<file path="config.mk">
export PLATFORM = sky130hd
export DESIGN_NAME = if_fetch
export DESIGN_NICKNAME = d
export VERILOG_FILES = /design/src/rtl/if_fetch_pkg.sv /design/src/rtl/if_branch_latch.sv /design/src/rtl/if_fetch.sv
export SDC_FILE = /design/constraint.sdc
export NUM_CORES = 1
export LEC_CHECK = 0
export BUFFER_PORTS_ARGS = -buffer_cell sky130_fd_sc_hd__buf_2
export CAP_MARGIN = 30
export CORE_MARGIN = 2
export CORE_UTILIZATION = 40
export CTS_BUF_LIST = sky130_fd_sc_hd__clkbuf_16
export CTS_CLUSTER_DIAMETER = 200
export DETAILED_ROUTE_END_ITERATION = 8
export GPL_TIMING_DRIVEN = 0
export PLACE_DENSITY = 0.66
export REMOVE_ABC_BUFFERS = 1
export SLEW_MARGIN = 20
export SYNTH_ARGS = -nofsm -noshare
export SYNTH_HDL_FRONTEND = slang
export SYNTH_SLANG_ARGS = --single-unit
</file>
<file path="constraint.sdc">
create_clock -name clk -period 3.55 [get_ports clk]
set_input_delay 1.065 -clock clk [delete_from_list [all_inputs] [get_ports clk]]
set_output_delay 1.065 -clock clk [all_outputs]
set_load 0.01 [all_outputs]
</file>
<file path="src/rtl/if_fetch_pkg.sv">
// rtl/if_fetch_pkg.sv - shared widths, constants and state encoding for the IF fetch stage
package if_fetch_pkg;

    localparam int InstAddrBus = 32;
    localparam int InstBus     = 32;
    localparam int ExceptBus   = 32;

    // Reset asserts when rst equals this value.
    localparam logic RstEnable = 1'b0;

    // Values of a stall bit.
    localparam logic Stop   = 1'b1;
    localparam logic NoStop = 1'b0;

    // Instruction-fetch address error (misaligned PC).
    localparam int EXC_IF_ADEL = 13;
    localparam logic [ExceptBus-1:0] EXC_IF_ADEL_MASK = 32'h1 << EXC_IF_ADEL;

    typedef enum logic [1:0] {
        IF_FETCH   = 2'd0,
        IF_VALID   = 2'd1,
        IF_DISCARD = 2'd2
    } if_state_t;

    function automatic logic word_aligned(input logic [InstAddrBus-1:0] addr);
        return addr[1:0] == 2'b00;
    endfunction

endpackage

</file>
<file path="src/rtl/if_branch_latch.sv">
// rtl/if_branch_latch.sv - remembers a branch redirect until the PC can advance
//
// Ports:
//   clk, rst       clock and synchronous active-low reset
//   flush          exception redirect; cancels any remembered branch
//   advance        PC is stepping this cycle; the remembered branch is consumed
//   branch_flag    one-cycle branch pulse from ID
//   branch_target  destination accompanying branch_flag
//   pc             current PC
//   next_pc        PC to load on an advancing edge
module if_branch_latch
    import if_fetch_pkg::*;
(
    input  logic                   clk,
    input  logic                   rst,
    input  logic                   flush,
    input  logic                   advance,
    input  logic                   branch_flag,
    input  logic [InstAddrBus-1:0] branch_target,
    input  logic [InstAddrBus-1:0] pc,
    output logic [InstAddrBus-1:0] next_pc
);

    logic                   pend_br;
    logic [InstAddrBus-1:0] br_tgt;

    always_ff @(posedge clk) begin
        if (rst == RstEnable) begin
            pend_br <= 1'b0;
            br_tgt  <= '0;
        end else if (flush || advance) begin
            pend_br <= 1'b0;
        end else if (branch_flag) begin
            // A newer pulse simply replaces an older captured target.
            pend_br <= 1'b1;
            br_tgt  <= branch_target;
        end
    end

    // A pulse arriving on the advancing edge itself is used directly.
    always_comb begin
        next_pc = pc + 32'd4;
        if (branch_flag) begin
            next_pc = branch_target;
        end else if (pend_br) begin
            next_pc = br_tgt;
        end
    end

endmodule

</file>
<file path="src/rtl/if_fetch.sv">
// rtl/if_fetch.sv - PC owner and instruction fetcher feeding the IF/ID register
//
// Ports:
//   clk, rst                     clock and synchronous active-low reset
//   stall[5:0]                   pipeline stall vector, bit 0 freezes this stage
//   flush, new_pc                exception redirect
//   branch_flag, branch_target   branch redirect from ID
//   ibus_req/addr/ack/rdata      instruction bus (request held until ack)
//   if_pc/if_inst/if_excepttype  presented instruction
//   stallreq_if                  high while no valid instruction is presented
module if_fetch
    import if_fetch_pkg::*;
#(
    parameter logic [31:0] RESET_PC = 32'hBFC0_0000
) (
    input  logic                   clk,
    input  logic                   rst,
    input  logic [5:0]             stall,
    input  logic                   flush,
    input  logic [InstAddrBus-1:0] new_pc,
    input  logic                   branch_flag,
    input  logic [InstAddrBus-1:0] branch_target,
    output logic                   ibus_req,
    output logic [InstAddrBus-1:0] ibus_addr,
    input  logic                   ibus_ack,
    input  logic [InstBus-1:0]     ibus_rdata,
    output logic [InstAddrBus-1:0] if_pc,
    output logic [InstBus-1:0]     if_inst,
    output logic [ExceptBus-1:0]   if_excepttype,
    output logic                   stallreq_if
);

    if_state_t              state;
    if_state_t              state_next;
    logic [InstAddrBus-1:0] pc;
    logic [InstAddrBus-1:0] next_pc;
    logic [InstAddrBus-1:0] discard_addr;
    logic [InstBus-1:0]     inst_buf;
    logic [ExceptBus-1:0]   exc_buf;
    logic                   aligned;
    logic                   advance;
    logic                   unused_stall;

    assign unused_stall = |stall[5:1];
    assign aligned      = word_aligned(pc);
    assign advance      = (state == IF_VALID) && (stall[0] == NoStop) && !flush;

    if_branch_latch u_branch_latch (
        .clk           (clk),
        .rst           (rst),
        .flush         (flush),
        .advance       (advance),
        .branch_flag   (branch_flag),
        .branch_target (branch_target),
        .pc            (pc),
        .next_pc       (next_pc)
    );

    always_ff @(posedge clk) begin
        if (rst == RstEnable) begin
            state        <= IF_FETCH;
            pc           <= RESET_PC;
            inst_buf     <= '0;
            exc_buf      <= '0;
            discard_addr <= '0;
        end else begin
            state <= state_next;

            if (flush) begin
                pc <= new_pc;
            end else if (advance) begin
                pc <= next_pc;
            end

            if (state == IF_FETCH && !flush) begin
                if (!aligned) begin
                    inst_buf <= '0;
                    exc_buf  <= EXC_IF_ADEL_MASK;
                end else if (ibus_ack) begin
                    inst_buf <= ibus_rdata;
                    exc_buf  <= '0;
                end
            end

            // The abandoned request must keep its original address until acked.
            if (state == IF_FETCH && flush && aligned && !ibus_ack) begin
                discard_addr <= pc;
            end
        end
    end

    always_comb begin
        state_next    = state;
        ibus_req      = 1'b0;
        ibus_addr     = pc;
        stallreq_if   = 1'b1;
        if_pc         = '0;
        if_inst       = '0;
        if_excepttype = '0;

        case (state)
            IF_FETCH: begin
                ibus_req = aligned;
                if (flush) begin
                    state_next = (aligned && !ibus_ack) ? IF_DISCARD : IF_FETCH;
                end else if (!aligned || ibus_ack) begin
                    state_next = IF_VALID;
                end
            end
            IF_VALID: begin
                stallreq_if   = 1'b0;
                if_pc         = pc;
                if_inst       = inst_buf;
                if_excepttype = exc_buf;
                if (flush || stall[0] != Stop) begin
                    state_next = IF_FETCH;
                end
            end
            IF_DISCARD: begin
                ibus_req  = 1'b1;
                ibus_addr = discard_addr;
                if (!flush && ibus_ack) begin
                    state_next = IF_FETCH;
                end
            end
            default: begin
                state_next = IF_FETCH;
            end
        endcase

        // While reset is asserted the bus and the IF/ID interface are quiet.
        if (rst == RstEnable) begin
            ibus_req      = 1'b0;
            stallreq_if   = 1'b0;
            if_pc         = '0;
            if_inst       = '0;
            if_excepttype = '0;
        end
    end

endmodule

</file>
### Yosys cells after proc, flatten, opt, wreduce, memory -nomap -nowiden

Index checks and enable logic that the tools add are counted.

* register bits after elaboration: 163
* bits of input ports: 107
* output and inout port bits: 130
* word-level logic and storage cells: 63

* add/sub/neg operators: 1
* equality and inequality tests: 6
* muxes and demuxes: 25
* bitwise gates (word level): 3
* reduce and logical (&&, ||, !) cells: 21

Operators with widths (number)
* 32-bit two-way mux: 15
* 32-bit by 3-bit adder with 32-bit output, second input constant: 1
* 2-bit two-way mux: 5
* 1-bit logical AND: 8
* 2-bit one-hot mux with 3 select lines: 1
* 2-bit logical NOT: 2
* 2-bit inequality test, second input constant: 2
* 2-bit AND reduction: 2
* 1-bit logical NOT: 3
* 1-bit logical OR: 3
* 1-bit two-way mux: 3
* 3-bit by 2-bit inequality test with 1-bit output, second input constant: 1
* 1-bit NOT: 3
* 3-bit AND reduction: 1
* 2-bit by 1-bit equality test with 1-bit output, second input constant: 1
* 2-bit equality test, second input constant: 1
* 2-bit by 1-bit inequality test with 1-bit output, second input constant: 1
* 1-bit one-hot mux with 2 select lines: 1
* 2-bit nonzero test: 1
* 2-bit OR reduction: 1

### Longest topological paths before layout

Gate-level depths: netlist (run 1).

* word-level depth: 6
* depth in mapped cells: 8
* gate-level depth less buffers: 6

### Hierarchy

A second synthesis (run 1) with hierarchy kept.

* cells, all modules: 955
* area total of the unflattened synthesis: 7734.9 µm²

Modules (own cells, without submodules)
* if_fetch: instances 1, cells an instance 610, area each 5152.4 µm², seq. area each 1981.9 µm²
* if_branch_latch: instances 1, cells an instance 345, area each 2582.5 µm², seq. area each 660.6 µm²

### Worst setup path after synthesis (run 1)

Ideal clock, no wire load.

* kind: input to output
* start point: input port rst
* end point: output port if_inst[12]
* arrival: 2.142 ns
* required time: 2.485 ns
* setup slack: 0.343 ns
* stages on the path: 5
* path buffers: 3
* cells stage by stage: clkbuf_1 > and3_1 > clkbuf_1 > clkbuf_1 > and2_1

* longest elaborated chain between the ends: 1

Ends and longest elaborated chain
* from (decl): RTL line if_fetch.sv:17 `input logic rst,`
* 32-bit two-way mux: RTL line if_fetch.sv:132 `if (rst == RstEnable) begin`
* to (decl): RTL line if_fetch.sv:28 `output logic [InstBus-1:0] if_inst,`

Every way passes these cells.

### Worst setup path in the final report (run 1)

* start point: input port rst
* end point: output port ibus_req

* longest elaborated chain between the ends: 1

Ends and longest elaborated chain
* 1-bit two-way mux: RTL line if_fetch.sv:132
* to (decl): RTL line if_fetch.sv:23 `output logic ibus_req,`

Every way passes these cells.

==> results.env, run 1 <==
HOLDPATHEND='inst_buf[6]'
SYNTHESIS.INSTANCES=933
VIAS=7077
TIMING.CLOCK.SKEW_NS=0.00727
RUN_STATUS='completed'
REG2REG_SETUP_SLACK_NS=0.94
DR.PASS1.ITERS=6
LEAST_MARGIN_PIN_SLEW_NS=0.940
WORST_HOLD_PATH_TYPE='register to register'
GP_CONGESTION=0.818
P_LEAK_uW=0.00368
MOST_FREQUENT_STANDARD_CELL_IN_THE_LAYOUT_EXCLUDING_FILL_AND_TAP_CELLS='sky130_fd_sc_hd__buf_2'
GRT_START_MAX_NET_PINS=82
CTS_INSERTED_BUFFERS=17
YOSYSSEQAREASHARE=0.372
MOST_USED_DFF_POST_SYNTH='sky130_fd_sc_hd__dfxtp_1'
MIN_PATH_CELLS=2
POST_DR_WIRELENGTH_CELL_UM=16.8
POWER.DENSITY_nW_PER_UM2=454
DIEAREA_UM2=18900
SLEW_VIOLATIONS=0
ANTENNA_FOUND_INITIAL=4
MAX-CLOCK-PATH-BUFFERS=2
START_UTIL=0.410
CLKSLEWWORSTSETUPHOLDPATHS_NS=0.06
FILLERS=1715
TIMING.CRITICAL_PATH.TO_TYPE='primary output'
YS_TYPES=68
CLOCK_TREE.HTREE_LEVEL_COUNT=4
WORST_SKEW_PAIR.LATE_LATENCY_NS=0.42
DIE_H_UM=137
TIMING.CRITICAL_PATH.BUF_INV=4
SETUP.WORST_PATH.CLASS='input pin to primary output'
R2R_END='u_branch_latch.br_tgt[14]'
IO_BUFFER_COUNT=200
NUMBER_OF_MAXIMUM_CAPACITANCE_VIOLATIONS=0
PATH_CELLS='buf_4 -> inv_6 -> buf_16 -> a211oi_1 -> buf_2'
LAUNCH_INSTANCE_OF_THE_WORST_REGISTER_TO_REGISTER_PATH='state[0]'
SYNTH-EDFF-COUNT=0
GRT_USE_TOTAL=0.234
OVERFLOW=0
TIMING.CRITICAL_PATH.SLOWEST_STAGE_CELL='sky130_fd_sc_hd__a211oi_1'
CRITICAL_PATH.MAX_STAGE_DELAY_NS=0.33
DESIGN.PORTCOUNT=237
DIEWIDTH_UM=137
MIN_PERIOD_OVER_PERIOD=0.977
DESIGN_AREA_UM2=8740
CRIT_PATH_START_KIND='input pin'
HOLD_START='inst_buf[6]'
NNETSFINAL=1181
SYNTH-WARNING-COUNT=0
NETLIST.AREA_LEADER.SHARE=0.372
NETLIST_AREA_UM2=7110
FINALHOLDVIOLATIONS=0
AREA_DELTA_SYNTH_FINAL_PCT=22.8
RSZ0062_AT_GRT='false'
CLOCK_TREE_FROM_TRITONCTS='built'
PATH_MAX_FANOUT=81
SYNTH_TOP_CELL_BY_AREA='sky130_fd_sc_hd__dfxtp_1'
CLKSINKCOUNT=132
IRDROPWORSTVDD_uV=371
CRITPATHREQUIREDTIME_NS=2.48
CTSROOTBUFFERMASTER='sky130_fd_sc_hd__clkbuf_16'
ASYNCSETRESETFLOPFRACSYNTH=0
ANT_NETS=0
DETAILEDPLACEMENTHPWL_UM=14700
TIMING.MAX_SLEW.REL_SLACK=0.373
SYNTH_AREA_LEADERS='sky130_fd_sc_hd__dfxtp_1 (37%), sky130_fd_sc_hd__nand2_1 (9.9%), sky130_fd_sc_hd__a21oi_1 (8.7%)'
TIMING.CRITICAL_PATH.ARRIVAL_NS=2.40
HOLD_SLACK_NS=0.445
FIRST_ITER_VIOLATIONS=526
MIN_PERIOD_NS=3.47
FIRST_GLOBAL_VIAS=6431
CTSHOLDBUFFERS=0
MOSTFREQUENTLAYOUTCELLS='sky130_fd_sc_hd__buf_2 (200), sky130_fd_sc_hd__nand2_1 (186), sky130_fd_sc_hd__dfxtp_1 (132), sky130_fd_sc_hd__a21oi_1 (123), sky130_fd_sc_hd__and2_1 (68)'
PLACED_CELL_AREA_UM2=8130
AVGSYNTHCELLAREA_UM2=7.62
AVGVIACOUNTPERCELL=5.38
TIMING.CRITICAL_PATH.MAX_DELAY_FAMILY='buffers and inverters'
REG2REG_DEPTH=5
FIRST_PASS_GRT_WIRE_LENGTH_UM=34100
DRIVE_GT1_FRAC=0.268
ROW_COUNT=48
CORE_AREA_UM2=17400
WIRELENGTH_UM=22000
YS_FF_LATCH=132
FINALSETUPVIOLATIONS=0
TIMING.FMAX_MHz=288
REMAINING_DRC_ERRORS=0
==> routing by layer <==
metal / track usage / wire [um] / vias to the layer above
met5: 0 / 7 / -
met1: 0.298 / 9610 / 3256
met4: 0.0687 / 240 / 2
met3: 0.0699 / 1920 / 24
met2: 0.382 / 10200 / 301
li1: - / - / 3494
==> synthesized netlist by cell type (all sizes together), types with 7 or more instances <==
cell type	count
a221o	9
o31a	7
o21ai	31
clkbuf	62
a21oi	123
dfxtp	132
and2	68
a221oi	15
and3	12
nand3	47
nand4	8
nor2	30
nor3	13
buf	55
nand2	189
mux2	32
==> logic make-up after synthesis <==
family,after synthesis,synth area share
flip-flops,132,0.372
AND/OR/NAND/NOR,389,0.261
XOR/XNOR,5,0.00616
other,1,0.000527
buffers and inverters,124,0.0876
multiplexers,33,0.0521
AO/OA/AOI/OAI,248,0.219
adder cells (fa/ha/maj),1,0.00176
==> registers in the layout (all words and copies together) (netlist names) <==
signal                  flops
pc                         32
u_branch_latch.pend_br      1
state                       2
exc_buf                     1
inst_buf                   32
u_branch_latch.br_tgt      32
discard_addr               32
==> power breakdown <==
part | switching (uW) | leakage, uW | internal, uW | total [uW]
sequential | 86.6 | 0.00108 | 1570 | 1650
combinational | 352 | 0.00233 | 246 | 598
clock | 693 | 0.000268 | 1020 | 1720
total | 1130 | 0.00368 | 2840 | 3970
==> final cells by class <==
class | count | area (um2) | area share
Inverter | 7 | 31.3 | 0.00358
Tap cell | 225 | 282 | 0.0322
Sequential cell | 132 | 2640 | 0.302
Multi-Input combinational cell | 707 | 4030 | 0.461
Clock inverter | 15 | 140 | 0.0160
Timing Repair Buffer | 208 | 1180 | 0.135
Clock buffer | 17 | 425 | 0.0487
Antenna cell | 4 | 10.0 | 0.00115
==> worst register-to-register path: cells and delay by family, from the launching register on <==
| family | cells | cell delay, ns |
|---|---|---|
| and+or+nand+nor | 4 | 1.89 |
| AOI/OAI and AO/OA | 1 | 0.16 |
| DFF | 1 | 0.50 |
==> per-stage QoR <==
stage	std cells	TNS, ns	setup slack [ns]	total power (uW)	util
finish	1315	0	0.0832	3970	0.503
global route	1312	0	0.0680	4130	0.503
CTS	1310	0	0.0373	3990	0.501
detailed placement	1278	-9.42	-0.250	2280	0.468
global placement	1271	-160.42	-1.51	2240	0.456
floorplan	846	0	0.350	2000	-
==> repair_timing <==
action,in CTS,in global routing
gates resized for setup,1,1
setup endpoints to repair,51,22
buffers inserted,0,0
endpoints found under the hold margin,0,0
==> how the worst max path moves through the flow <==
stage | start | end | slack (ns) | depth (start not counted)
floorplan | rst | if_excepttype[13] | 0.35 | 2
global placement | flush | u_branch_latch.br_tgt[9] | -1.51 | 6
detailed placement | flush | pc[28] | -0.25 | 6
CTS | rst | if_inst[31] | 0.04 | 5
global route | rst | if_inst[31] | 0.07 | 5
finish | rst | ibus_req | 0.08 | 5
Note: power is estimated with default switching activity, not from simulation.
==> run 2, diff against run 1 <==
--- a/config.mk
+++ b/config.mk
@@ -8,12 +8,11 @@
 export BUFFER_PORTS_ARGS = -buffer_cell sky130_fd_sc_hd__buf_2
 export CAP_MARGIN = 30
 export CORE_MARGIN = 2
-export CORE_UTILIZATION = 40
+export CORE_UTILIZATION = 35
 export CTS_BUF_LIST = sky130_fd_sc_hd__clkbuf_16
 export CTS_CLUSTER_DIAMETER = 200
 export DETAILED_ROUTE_END_ITERATION = 8
 export GPL_TIMING_DRIVEN = 0
-export PLACE_DENSITY = 0.66
 export REMOVE_ABC_BUFFERS = 1
 export SLEW_MARGIN = 20
 export SYNTH_ARGS = -nofsm -noshare
==> results.env, run 2 (synthesis gave the netlist of run 1 again) <==
TIMING.CRITICAL_PATH.BUF_INV=3  # -1
TIMING.FMAX_MHz=289  # +0.35%
HOLD_SLACK_NS=0.444  # -0.000747 ns
FIRST_ITER_VIOLATIONS=492  # -6.5%
REMAINING_DRC_ERRORS=0  # unchanged
TIMING.CRITICAL_PATH.SLOWEST_STAGE_CELL='sky130_fd_sc_hd__and3_4'
TIMING.CRITICAL_PATH.MAX_DELAY_FAMILY='buffers and inverters'
FINALHOLDVIOLATIONS=0  # unchanged
DP.CELLS=1326  # +3.8%
CLKSINKCOUNT=132  # unchanged
OVERFLOW=0  # unchanged
CRITPATHREQUIREDTIME_NS=2.48  # about the same
POWER.DENSITY_nW_PER_UM2=458  # +0.88%
ROW_COUNT=52  # +8.3%
AVGVIACOUNTPERCELL=5.22  # -3.0%
DR.PASS1.ITERS=5  # -1
POST_DR_WIRELENGTH_CELL_UM=17.0  # +1.3%
DESIGN.PORTCOUNT=237  # unchanged
ANT_NETS=0  # unchanged
CLKSLEWWORSTSETUPHOLDPATHS_NS=0.07  # about the same
LEAST_MARGIN_PIN_SLEW_NS=0.900  # -0.0393 ns
FIRST_PASS_GRT_WIRE_LENGTH_UM=36500  # +7.0%
NNETSFINAL=1184  # +0.25%
AREA_DELTA_SYNTH_FINAL_PCT=24.6
FIN_TOTAL_PWR_uW=4060  # +2.4%
CORE_AREA_UM2=20100  # +16%
CRIT_PATH_START_KIND='input pin'
MIN_PERIOD_OVER_PERIOD=0.973  # -0.00337
RSZ0062_AT_GRT='false'
SLEW_VIOLATIONS=0  # unchanged
FIN_CELLS=1361  # +3.5%
MAX-CLOCK-PATH-BUFFERS=2  # unchanged
START_UTIL=0.354  # -0.0560
TIMING.CRITICAL_PATH.ARRIVAL_NS=2.39  # about the same
FIRST_GLOBAL_VIAS=6749  # +4.9%
IO_BUFFER_COUNT=200  # unchanged
TIMING.CRITICAL_PATH.TO_TYPE='primary output'
MOSTFREQUENTLAYOUTCELLS='sky130_fd_sc_hd__buf_2 (200), sky130_fd_sc_hd__nand2_1 (186), sky130_fd_sc_hd__dfxtp_1 (132), sky130_fd_sc_hd__a21oi_1 (123), sky130_fd_sc_hd__and2_1 (68)'
WORST_HOLD_PATH_TYPE='register to register'
IRDROPWORSTVDD_uV=340  # -8.4%
DRIVE_GT1_FRAC=0.271  # +0.00293
NUMBER_OF_MAXIMUM_CAPACITANCE_VIOLATIONS=0  # unchanged
CTS_INSERTED_BUFFERS=17  # unchanged
DIE_H_UM=147  # +6.7%
SETUP.WORST_PATH.CLASS='input pin to primary output'
DETAILEDPLACEMENTHPWL_UM=15800  # +7.1%
POST-ROUTE-UTIL=0.441  # -0.0624
P_LEAK_uW=0.00372  # +1.1%
CRITICAL_PATH.MAX_STAGE_DELAY_NS=0.42  # +0.09 ns
ANTENNA_FOUND_INITIAL=5  # +1
CTSHOLDBUFFERS=0  # unchanged
PLACED_CELL_AREA_UM2=8250  # +1.5%
WIRELENGTH_UM=23100  # +4.8%
DIEAREA_UM2=21500  # +14%
CLOCK_TREE_FROM_TRITONCTS='built'
PATH_MAX_FANOUT=44  # -46%
TIMING.CLOCK.SKEW_NS=0.0113  # +0.00402 ns
DESIGN_AREA_UM2=8860  # +1.5%
GP_CONGESTION=0.781  # -4.5%
MOST_FREQUENT_STANDARD_CELL_IN_THE_LAYOUT_EXCLUDING_FILL_AND_TAP_CELLS='sky130_fd_sc_hd__buf_2'
WORST_SKEW_PAIR.LATE_LATENCY_NS=0.42  # about the same
RUN_STATUS='completed'
GRT_USE_TOTAL=0.214  # -0.0195
MIN_PERIOD_NS=3.45  # -0.0120 ns
FINALSETUPVIOLATIONS=0  # unchanged
VIAS=7104  # +0.38%
TIMING.MAX_SLEW.REL_SLACK=0.399  # +0.0263
DIEWIDTH_UM=147  # +6.7%
GRT_START_MAX_NET_PINS=70  # -15%
CLOCK_TREE.HTREE_LEVEL_COUNT=4  # unchanged
PATH_CELLS='buf_4 -> and3_4 -> buf_12 -> and2_1 -> buf_2'
CTSROOTBUFFERMASTER='sky130_fd_sc_hd__clkbuf_16'
-- run 2: cell types whose count changed in the layout (fill, tap and decap cells not counted), moves of 2 or more --
cell,before,now
sky130_fd_sc_hd__buf_12,1,3
sky130_fd_sc_hd__clkinv_2,6,0
sky130_fd_sc_hd__clkinvlp_4,5,3
sky130_fd_sc_hd__diode_2,4,2
sky130_fd_sc_hd__inv_6,2,6
sky130_fd_sc_hd__inv_8,0,4
-- run 2: worst register-to-register path: cells and delay by family (launching register included) --
| family | cells | cell delay [ns] |
|---|---|---|
| AND/OR/NAND/NOR | 4 | 1.93 |
| flip-flops | 1 | 0.52 |
| AO/OA/AOI/OAI | 1 | 0.17 |
-- run 2: worst paths after layout --
kind / cells after the start / startpoint / slack (ns) / to
worst max-delay path: 5 / rst / 0.1 / if_inst[26]
worst min-delay path: 2 / inst_buf[2] / 0.44 / inst_buf[2]
worst max register to register: 5 / state[0] / 0.87 / u_branch_latch.br_tgt[8]
worst min register to register: 2 / inst_buf[2] / 0.44 / inst_buf[2]
-- run 2: power by group --
group	switching (uW)	internal, uW	total (uW)	leakage (uW)
clock	793	1000	1790	0.000282
combinational	359	254	613	0.00235
sequential	88.3	1570	1650	0.00108
total	1240	2820	4060	0.00372
-- run 2: what timing repair did --
action | in CTS | in global routing
endpoints found under the setup margin | 50 | 0
gates resized for setup | 2 | 0
buffers inserted | 0 | 0
-- run 2: routing by layer --
metal  GRT usage  vias to the layer above  share of wire
met5           0                        -         0.0018
li1            -                     3497              -
met2       0.343                      291           0.45
met4      0.0510                        6          0.012
met3      0.0778                       25          0.094
met1       0.276                     3285           0.44
-- run 2: area by class of cell --
cell class,count,area (um2)
Antenna cell,2,5.00
Clock buffer,17,425
Clock inverter,15,166
Fill cell,2093,11200
Inverter,7,31.3
Multi-Input combinational cell,707,4030
Sequential cell,132,2640
Tap cell,270,338
Timing Repair Buffer,211,1230
-- run 2: through the flow --
stage,setup slack [ns],setup TNS (ns)
6_report,0.0952,0
2_1_floorplan,0.350,0
3_3_place_gp,-1.50,-170.75
4_1_cts,0.0840,0
5_1_grt,0.00690,0
3_5_place_dp,-0.270,-10.04
==> run 3, diff against run 2 <==
--- a/config.mk
+++ b/config.mk
@@ -7,10 +7,9 @@
 export LEC_CHECK = 0
 export BUFFER_PORTS_ARGS = -buffer_cell sky130_fd_sc_hd__buf_2
 export CAP_MARGIN = 30
-export CORE_MARGIN = 2
+export CORE_MARGIN = 3
 export CORE_UTILIZATION = 35
 export CTS_BUF_LIST = sky130_fd_sc_hd__clkbuf_16
-export CTS_CLUSTER_DIAMETER = 200
 export DETAILED_ROUTE_END_ITERATION = 8
 export GPL_TIMING_DRIVEN = 0
 export REMOVE_ABC_BUFFERS = 1
==> constraint.sdc (replaced) <==
create_clock -name clk -period 3.18 [get_ports clk]
set_input_delay 0.954 -clock clk [delete_from_list [all_inputs] [get_ports clk]]
set_output_delay 0.954 -clock clk [all_outputs]
set_load 0.01 [all_outputs]
==> results.env, run 3 (synthesis gave the netlist of run 1 again) <==
P_SEQ_FRAC=0.399  # -0.008
CRITICAL_PATH.MAX_STAGE_DELAY_NS=0.61  # +0.19 ns
AVGVIACOUNTPERCELL=5.21  # -0.24%
GLOBAL_ROUTE.USAGE.MET2=0.337  # -0.00649
TIMING.CRITICAL_PATH.MAX_DELAY_FAMILY='flip-flops'
LEAST_MARGIN_PIN_SLEW_NS=0.933  # +0.0328 ns
WIRELENGTH_UM=23900  # +3.7%
PLACE_WS_NS=-0.408  # -0.138 ns
GLOBAL_ROUTE.USAGE.MET1=0.278  # +0.00162
CLOCK_TREE.HTREE_LEVEL_COUNT=4  # unchanged
MOST_FREQUENT_STANDARD_CELL_IN_THE_LAYOUT_EXCLUDING_FILL_AND_TAP_CELLS='sky130_fd_sc_hd__buf_2'
CLKSLEWWORSTSETUPHOLDPATHS_NS=0.06  # about the same
CORE_AREA_UM2=19700  # -1.9%
FIN_TOTAL_PWR_uW=4630  # +14%
OVERFLOW=0  # unchanged
DR.PASS1.ITERS=5  # unchanged
SHARE_COMB_OF_TOTAL_POWER=0.149  # -0.002
AREA_DELTA_SYNTH_FINAL_PCT=25.1
SEQUENTIAL_CELL_AREA_UM2=2640  # unchanged
FINALSETUPVIOLATIONS=0  # unchanged
MOST_HEAVILY_USED_METAL_LAYER_IN_GLOBAL_ROUTING='met2'
CLOCK_TREE_FROM_TRITONCTS='built'
WORST_SKEW_PAIR.LATE_LATENCY_NS=0.42  # about the same
NNETSFINAL=1184  # unchanged
DETAILEDPLACEMENTHPWL_UM=16000  # +1.5%
TIMING.CRITICAL_PATH.BUF_INV=2  # -1
DESIGN.PORTCOUNT=237  # unchanged
GRT_USE_TOTAL=0.210  # -0.00374
DP.CELLS=1321  # -0.38%
COMBINED_AREA_OF_THE_MULTI_INPUT_LOGIC_CELLS_UM2=4040  # +0.31%
CRITPATHREQUIREDTIME_NS=2.23  # -0.25 ns
NUMBER_OF_MAXIMUM_CAPACITANCE_VIOLATIONS=0  # unchanged
MIN_PATH_CELLS=2  # unchanged
POST_CTS_RESIZED=4  # +2
MIN_PERIOD_NS=3.09
GRT_START_MAX_NET_PINS=87  # +24%
REMAINING_DRC_ERRORS=0  # unchanged
REG2REG_DEPTH=5  # unchanged
IRDROPWORSTVDD_uV=405  # +19%
FIN_CELLS=1356  # -0.37%
DRIVE_GT1_FRAC=0.271  # unchanged
POWER_REPORT.INTERNAL_TOTAL_uW=3290  # +17%
SLEW_VIOLATIONS=0  # unchanged
FINALHOLDVIOLATIONS=0  # unchanged
MIN_PERIOD_OVER_PERIOD=0.972
ANT_NETS=0  # unchanged
DIEAREA_UM2=22100  # +2.7%
CTSROOTBUFFERMASTER='sky130_fd_sc_hd__clkbuf_16'
TIMING.CRITICAL_PATH.TO_TYPE='primary output'
POWER.DENSITY_nW_PER_UM2=521  # +14%
CTS.REPAIR_TIMING.SETUP_BUFFER_COUNT=0  # unchanged
CTS_INSERTED_BUFFERS=17  # unchanged
FIRST_ITER_VIOLATIONS=449  # -8.7%
FIRST_PASS_GRT_WIRE_LENGTH_UM=36700  # +0.59%
PATH_CELLS='nand2b_4 -> buf_16 -> mux2_2 -> buf_2'
P_LEAK_uW=0.00374  # +0.57%
CLKPWRFRAC=0.452  # +0.010
TIMING.CRITICAL_PATH.ARRIVAL_NS=2.14  # -0.25 ns
ROW_COUNT=51  # -1.9%
TIMING.CLOCK.SKEW_NS=0.0140  # +0.00271 ns
IO_BUFFER_COUNT=200  # unchanged
VIAS=7061  # -0.61%
TIMING.CRITICAL_PATH.SLOWEST_STAGE_CELL='sky130_fd_sc_hd__dfxtp_1'
TIMING.MAX_SLEW.REL_SLACK=0.377  # -0.0219
FIRST_GLOBAL_VIAS=6661  # -1.3%
RUN_STATUS='completed'
CRIT_PATH_START_KIND='register'
CLKSINKCOUNT=132  # unchanged
ANTENNA_FOUND_INITIAL=7  # +2
CTSHOLDBUFFERS=0  # unchanged
MOSTFREQUENTLAYOUTCELLS='sky130_fd_sc_hd__buf_2 (200), sky130_fd_sc_hd__nand2_1 (186), sky130_fd_sc_hd__dfxtp_1 (132), sky130_fd_sc_hd__a21oi_1 (123), sky130_fd_sc_hd__and2_1 (68)'
GROUTE.LAYER.MET3.USAGE=0.0728  # -0.00499
DIE_H_UM=149  # +1.4%
WORSTSETUPPATHDEPTH=4  # -1
SWITCHING_POWER_uW=1340  # +8.1%
START_UTIL=0.361  # +0.00694
MAX-CLOCK-PATH-BUFFERS=2  # unchanged
SETUP.WORST_PATH.CLASS='register to primary output'
DIEWIDTH_UM=149  # +1.4%
WORST_HOLD_PATH_TYPE='register to register'
FILLERS=1986  # -5.1%
RSZ0062_AT_GRT='false'
PATH_MAX_FANOUT=20  # -55%
HOLD_SLACK_NS=0.445  # +0.00111 ns
GP_CONGESTION=0.795  # +1.8%
WORST_SLACK_NS=0.0879  # -0.00728 ns
POWER.SHARE.SWITCHING=0.290  # -0.0158
POST_DR_WIRELENGTH_CELL_UM=17.7  # +4.1%
TIMING.FMAX_MHz=323
-- run 3: cell types whose count changed in the layout (fill, tap and decap cells not counted), sizes merged --
cell      delta
and3         +1
buf          -1
bufinv       +2
clkinv       +1
clkinvlp     -1
inv          -2
-- run 3: layout make-up --
| class | instances | area share |
|---|---|---|
| multi-input combinational | 708 | 0.454 |
| sequential | 132 | 0.297 |
| timing repair buffer | 210 | 0.138 |
| clock buffer | 17 | 0.0478 |
| tap | 265 | 0.0373 |
| clock inverter | 15 | 0.0215 |
| inverter | 7 | 0.00352 |
| antenna | 2 | 0.000563 |
-- run 3: power groups by stage --
stage / sequential (uW) / combinational, uW / clock, uW
after floorplan: 1850 / 386 / 0
after global placement: 1880 / 636 / 0
after detailed placement: 1880 / 688 / 0
after CTS: 1850 / 696 / 2130
after global routing: 1860 / 765 / 2200
final: 1850 / 691 / 2090
-- run 3: path summary, 6_finish.rpt --
path | endpoint | slack [ns] | from
setup reg to reg | u_branch_latch.br_tgt[17] | 0.35 | state[0]
hold reg to reg | inst_buf[22] | 0.44 | inst_buf[22]
setup / recovery | ibus_addr[9] | 0.09 | state[0]
hold / removal | inst_buf[22] | 0.44 | inst_buf[22]
-- run 3: worst reg2reg max path: stages, from the launching register on --
cell and delay (ns):
sky130_fd_sc_hd__dfxtp_1 0.61, sky130_fd_sc_hd__nor3b_2 0.77, sky130_fd_sc_hd__nor2_2 0.37, sky130_fd_sc_hd__nand2_2 0.71, sky130_fd_sc_hd__nand2_1 0.13, sky130_fd_sc_hd__a21oi_1 0.16
-- run 3: per-layer routing --
| metal | wire, um | part of all wire |
|---|---|---|
| met5 | 56 | 0.0023 |
| met4 | 129 | 0.0054 |
| met3 | 2290 | 0.096 |
| met2 | 10900 | 0.46 |
| met1 | 10500 | 0.44 |
-- run 3: stage by stage --
| stage | TNS (ns) | util | cell area, um2 |
|---|---|---|---|
| after floorplan | 0 | - | 6630 |
| after global placement | -226.06 | 0.404 | 7960 |
| after detailed placement | -24.94 | 0.418 | 8250 |
| after CTS | 0 | 0.451 | 8890 |
| after global routing | 0 | 0.451 | 8900 |
| final | 0 | 0.451 | 8900 |
